### config.mk
export PLATFORM = sky130hd
export DESIGN_NAME = reg_file_param
export DESIGN_NICKNAME = d
export VERILOG_FILES = /design/src/rtl/reg_file_param.sv
export SDC_FILE = /design/constraint.sdc
export NUM_CORES = 1
export LEC_CHECK = 0
export ABC_AREA = 0
export BUFFER_PORTS_ARGS = -buffer_cell sky130_fd_sc_hd__buf_2
export CAP_MARGIN = 20
export CORE_ASPECT_RATIO = 1.25
export CORE_MARGIN = 2
export CORE_UTILIZATION = 62
export CTS_CLUSTER_DIAMETER = 60
export DETAILED_ROUTE_END_ITERATION = 10
export PLACE_DENSITY = 0.9
export SLEW_MARGIN = 20
export SYNTH_ARGS = -nofsm -noshare
export SYNTH_HDL_FRONTEND = slang
export SYNTH_SLANG_ARGS = --single-unit
### constraint.sdc
create_clock -name clock -period 2 [get_ports clock]
set_input_delay 0.2 -clock clock [delete_from_list [all_inputs] [get_ports clock]]
set_output_delay 0.2 -clock clock [all_outputs]
set_load 0.1 [all_outputs]
### src/rtl/reg_file_param.sv
// ---------------------------------------------------------------------------
// reg_file_param
//
// Parameterised register file with two registered read ports, one general
// write port and a dedicated "iszero" write port.
//
//   * Register 0 is hard-wired to zero; writes to it are dropped.
//   * Register ISZ_ADDR can only be written through the iszero port. Its
//     zero status is reported combinationally on iszero_flag.
//   * Register ACC_ADDR is mirrored combinationally on acc_data.
//   * Reads are synchronous and write-first. When a read and an accepted
//     write hit the same address at the same edge, the read returns the
//     new data.
//
// Parameters
//   DATA_W   register and data-port width
//   ADDR_W   address width, DEPTH = 2**ADDR_W registers
//   ACC_ADDR index mirrored on acc_data
//   ISZ_ADDR index owned by the iszero port
//
// Ports
//   clock         rising-edge clock
//   reset         synchronous active-high reset
//   ra_a, ra_b    read addresses
//   rd_en         read enable, shared by both read ports
//   wa            general write address
//   write_data    general write data
//   reg_write     general write enable
//   iszero_data   iszero-port write data
//   iszero_write  iszero-port write enable
//   read_data_a   registered read result, port A
//   read_data_b   registered read result, port B
//   acc_data      contents of register ACC_ADDR
//   iszero_flag   high when register ISZ_ADDR is zero
// ---------------------------------------------------------------------------
module reg_file_param #(
    parameter int DATA_W   = 16,
    parameter int ADDR_W   = 4,
    parameter int ACC_ADDR = 1,
    parameter int ISZ_ADDR = 3
) (
    input  logic              clock,
    input  logic              reset,
    input  logic [ADDR_W-1:0] ra_a,
    input  logic [ADDR_W-1:0] ra_b,
    input  logic              rd_en,
    input  logic [ADDR_W-1:0] wa,
    input  logic [DATA_W-1:0] write_data,
    input  logic              reg_write,
    input  logic [DATA_W-1:0] iszero_data,
    input  logic              iszero_write,
    output logic [DATA_W-1:0] read_data_a,
    output logic [DATA_W-1:0] read_data_b,
    output logic [DATA_W-1:0] acc_data,
    output logic              iszero_flag
);

    localparam int DEPTH = 2 ** ADDR_W;

    // Refuse to build a file whose special registers collide with each
    // other, with the zero register, or fall outside the array.
    if (ACC_ADDR <= 0 || ACC_ADDR >= DEPTH ||
        ISZ_ADDR <= 0 || ISZ_ADDR >= DEPTH ||
        ACC_ADDR == ISZ_ADDR) begin : g_bad_params
        $fatal(1, "reg_file_param: illegal ACC_ADDR=%0d / ISZ_ADDR=%0d for DEPTH=%0d",
               ACC_ADDR, ISZ_ADDR, DEPTH);
    end

    localparam logic [ADDR_W-1:0] ACC_IDX  = ADDR_W'(ACC_ADDR);
    localparam logic [ADDR_W-1:0] ISZ_IDX  = ADDR_W'(ISZ_ADDR);
    localparam logic [ADDR_W-1:0] ZERO_IDX = '0;

    logic [DATA_W-1:0] regs [DEPTH];

    logic              gen_accept;
    logic [DATA_W-1:0] next_a;
    logic [DATA_W-1:0] next_b;

    // The general port never reaches register 0 or the iszero register.
    // Only accepted writes may update state or feed the read bypass.
    assign gen_accept = reg_write && (wa != ZERO_IDX) && (wa != ISZ_IDX);

    // Register array. Register 0 is cleared by reset and never written.
    // The general and iszero ports can never target the same register,
    // so both may fire on the same edge.
    always_ff @(posedge clock) begin
        if (reset) begin
            for (int i = 0; i < DEPTH; i++) begin
                regs[i] <= '0;
            end
        end else begin
            if (gen_accept) begin
                regs[wa] <= write_data;
            end
            if (iszero_write) begin
                regs[ISZ_IDX] <= iszero_data;
            end
        end
    end

    // Port A read value with write-first bypass. Address 0 is forced to
    // zero so it reads correctly even before the first reset.
    always_comb begin
        next_a = regs[ra_a];
        if (ra_a == ZERO_IDX) begin
            next_a = '0;
        end else if (gen_accept && (wa == ra_a)) begin
            next_a = write_data;
        end else if (iszero_write && (ra_a == ISZ_IDX)) begin
            next_a = iszero_data;
        end
    end

    // Port B read value, same rules as port A.
    always_comb begin
        next_b = regs[ra_b];
        if (ra_b == ZERO_IDX) begin
            next_b = '0;
        end else if (gen_accept && (wa == ra_b)) begin
            next_b = write_data;
        end else if (iszero_write && (ra_b == ISZ_IDX)) begin
            next_b = iszero_data;
        end
    end

    // Read registers. They hold their value while rd_en is low.
    // Reset has priority over any read.
    always_ff @(posedge clock) begin
        if (reset) begin
            read_data_a <= '0;
            read_data_b <= '0;
        end else if (rd_en) begin
            read_data_a <= next_a;
            read_data_b <= next_b;
        end
    end

    // Status outputs are taken straight from the stored state.
    assign acc_data    = regs[ACC_IDX];
    assign iszero_flag = (regs[ISZ_IDX] == '0);

endmodule
* Word level (Yosys, flattened, before mapping)
Memories as Yosys holds them, arrays and structs flattened. Index checks and enable logic that the tools add are counted.
Operators by class: equal/unequal tests 5, muxes and demuxes 18, reduce and logical (&&, ||, !) cells 11, bitwise operators 1
Operators by type and width (number):
- 16-bit two-way mux | 8
- 16-bit zero test | 1
- 16-bit OR reduction | 1
- 1-bit two-way mux | 9
- 4-bit by 2-bit equality test with 1-bit output (second input constant) | 2
- 4-bit equality test | 2
- 4-bit zero test | 2
- 1-bit logical AND | 6
- 4-bit two-way mux | 1
- 4-bit by 2-bit inequality test with 1-bit output (second input constant) | 1
- 4-bit nonzero test | 1
- 1-bit OR | 1
Storage, ports and cells: memories 1, bits in writable memories 256, register bits after elaboration 32
Memories:
- regs | depth 16, bits a word 16, rd ports 4, clocked after memory_dff 0, write ports 16, RTL line 73 | logic [DATA_W-1:0] regs [DEPTH];

* Longest topological paths before layout
word-level depth 8, depth in mapped cells 8, gate-level depth less buffers 5

* Least setup slack after synthesis
No wires, ideal clock.
path kind flip-flop to flip-flop, start point memory regs[1][13], end point register read_data_a[13], clock period less this slack 2213 ps, path buffers 0, arrival 2127 ps, setup slack -213 ps, stages on the path, launching flop included 5, cells stage by stage edfxtp_1 -> mux4_2 -> a211oi_1 -> or4_1 -> a221oi_2
RTL lines:
- start, declared | RTL line 73
- end signal, assigned | RTL line 133 | read_data_a <= next_a;
- end, declared | RTL line 52 | output logic [DATA_W-1:0] read_data_a,

==> flow_summary.json <==
{
  "area_delta_synth_final_pct": 13.44,
  "slew_headroom": 0.5928,
  "synthDistinctLibCells": 49,
  "hold_path_class": "input port to register",
  "drive_gt1_frac": 0.2306,
  "ir_drop_uv": 613.0,
  "synth_area_leaders": "edfxtp_1 49%, mux4_2 11%, and2_1 9.7%, mux2i_1 5.1%, dfxtp_1 4.1%",
  "place_ws_ns": -0.02145,
  "critPathBufInv": 2,
  "critical-path-top-delay-family": "simple AND/OR/NAND/NOR gates",
  "clk_pin_slew_worst_paths_ns": 0.07,
  "slew_viol_final": 0,
  "clock_latency_ns": 0.55,
  "firstDrtPassIters": 5,
  "grt_pass1_vias": 11680,
  "grt_max_degree": 34,
  "rsz0062_at_grt": "true",
  "antenna_found_initial": 1,
  "portBuffers": 97,
  "setup_slack_ns": -0.08831,
  "cts_made_buffers": 26,
  "gp_congestion": 0.9446,
  "critical-path-slowest-cell": "edfxtp_1",
  "worst_ep_arrival_time_ns": 1.89,
  "final_nets": 1343,
  "grt_first_pass_wirelength_mm": 67.36,
  "synth.ff_latch_count": 288,
  "crit_path_max_fanout": 2,
  "async_reset_ff_frac": 0,
  "cp-end-kind": "output port",
  "routedWlPerCell_um": 26.92,
  "fin_crit_sh": 1.044,
  "overflow": 0,
  "cts.sinks": 288,
  "die_x_um": 146.2,
  "required_ns": 1.80,
  "num_io_pins": 98,
  "yosysTopAreaCell": "edfxtp_1",
  "die_area_um2": 26590,
  "synth_cells": 1194,
  "route.final.wire_length_mm": 44.40,
  "tns_ns": -0.08831,
  "seq_area_frac_synth": 0.5311,
  "r2r-start": "regs[3][0]",
  "min_from": "iszero_data[15]",
  "cts.path.max_buffers": 3,
  "slowest_delay_ns": 0.41,
  "dr_total_vias": 11460,
  "worst_slew_pin_slew_ns": 0.6070,
  "grt_util_all_layers": 0.3335,
  "cts_tree": "yes",
  "worstSetupStartpoint": "regs[3][0]",
  "synth_area_um2": 15680,
  "hold_viol_final": 1,
  "crit_chain": "nor4_2 -> buf_4 -> and4_4 -> buf_12",
  "yosys.area.top_type_share": 0.4903,
  "diodes": 0,
  "synth_edf_count": 256,
  "die_h_um": 181.8,
  "fmax_mhz": 478.9,
  "core_um2": 25050,
  "htreeDepth": 1,
  "skew_ns": 0.007116,
  "avgSynthCellArea_um2": 13.13,
  "initial_core_util": 0.6260,
  "holdWs_ns": -0.001788,
  "ant_nets": 0,
  "hpwl_mm": 30.27,
  "p_leak_nw": 6.611,
  "status": "finished, violations left",
  "ys.flop_type": "edfxtp_1",
  "dr.first_iter.drc_count": 1565,
  "worstSetupPathType": "register to output port",
  "rows": 65,
  "power.density_nw_per_um2": 821.4,
  "violations": "negative hold slack, negative setup slack",
  "cap_violations": 0,
  "via_per_inst": 6.949,
  "start_kind": "register",
  "ys_warn_count": 0,
  "period_minus_slack_ns": 2.088,
  "cts_root_buffer": "clkbuf_16",
  "drc": 0,
  "setup_viol": 1
}
[per-stage QoR]
step / util / hold slack, ns / instances / area (µm²) / total power, mW
2_1_floorplan: - / 0.3519 / 1209 / 15740 / 8.883
4_1_cts: 0.7097 / 0.002664 / 1649 / 17780 / 14.50
3_5_place_dp: 0.6726 / 0.5036 / 1592 / 16850 / 9.613
6_report: 0.7101 / -0.001788 / 1649 / 17790 / 14.61
5_1_grt: 0.7101 / 0.003519 / 1649 / 17790 / 14.91
3_3_place_gp: 0.6726 / 0.4958 / 1592 / 16850 / 9.527
[layout by cell type (no fill, tap or decap), types with 16 or more instances in the layout]
cell type / instances
o22ai_1: 48
clkbuf_16: 27
mux2i_1: 80
nor3b_1: 16
nor2_1: 49
a221oi_1: 16
nand2_1: 19
o221ai_1: 16
edfxtp_1: 256
mux4_2: 80
buf_2: 94
nand2b_1: 38
dfxtp_1: 32
buf_12: 21
a22o_1: 16
and2_1: 242
or4_1: 16
conb_1: 16
buf_4: 45
a21boi_0: 16
o32ai_1: 16
[cells in the mapped netlist, types with 19 or more instances]
cell type / n
edfxtp_1: 256
nand2b_1: 38
mux2i_1: 80
clkbuf_1: 63
and2_1: 242
mux4_2: 80
buf_2: 27
nor2_1: 49
nand2_1: 19
dfxtp_1: 32
o22ai_1: 48
[registers in the layout, indices dropped and copies added (netlist names)]
name,cells
regs,256
read_data_b,16
read_data_a,16
[where the power goes]
group,internal (mW),leakage [nW],switching [mW]
sequential,6.93,2.73,0.253
clock,2.78,0.401,2.23
combinational,0.868,3.48,1.55
total,10.6,6.61,4.03
[per-layer routing]
| layer | routed length (µm) | track usage | vias up |
|---|---|---|---|
| met2 | 22350 | 0.5743 | 927 |
| li1 | - | - | 4738 |
| met3 | 4738 | 0.05678 | 199 |
| met4 | 2347 | 0.1763 | 2 |
| met1 | 14950 | 0.4048 | 5593 |
| met5 | 8 | 0 | - |
[path summary, 6_finish.rpt]
kind | end | slack, ns | depth (start not counted)
max | iszero_flag | -0.09 | 4
min | regs[3][15] | -0.002 | 2
max reg2reg | read_data_a[0] | 0.07 | 6
min reg2reg | read_data_a[2] | 0.52 | 2
[final cells by class]
| cell class | count | area, µm² |
|---|---|---|
| Inverter | 1 | 3.754 |
| Timing Repair Buffer | 168 | 1310 |
| Multi-Input combinational cell | 809 | 6897 |
| Fill cell | 1623 | 7262 |
| Clock inverter | 10 | 102.6 |
| Sequential cell | 288 | 8328 |
| Tap cell | 335 | 419.2 |
| Clock buffer | 38 | 726.9 |
[kinds of logic (layout without fill, tap and decap cells)]
family,Yosys count,count (layout),synth area share
simple gates,429,429,0.1640
flops,288,288,0.5311
compound gates,179,179,0.08722
mux,176,176,0.1775
buf+inv,112,217,0.03495
xor+xnor,9,9,0.005027
other cells,1,16,0.0002392
[repair_timing]
| item | in CTS | in global routing |
|---|---|---|
| gates resized for setup | 4 | 2 |
| endpoints found under the setup margin | 1 | 3 |
| hold buffers | 7 | 0 |
| pin swaps | 1 | 0 |
| endpoints found under the hold margin | 7 | 0 |
| setup buffers | 2 | 0 |
[worst register-to-register path, delay by kind of cell (launching register included)]
| kind | cells | cell delay (ns) |
|---|---|---|
| and+or+nand+nor | 2 | 0.37 |
| muxes | 1 | 0.47 |
| AOI/OAI and AO/OA | 2 | 0.42 |
| DFF | 1 | 0.41 |
| buffers and inverters | 1 | 0.16 |
Note: power is estimated with default switching activity, not from simulation.
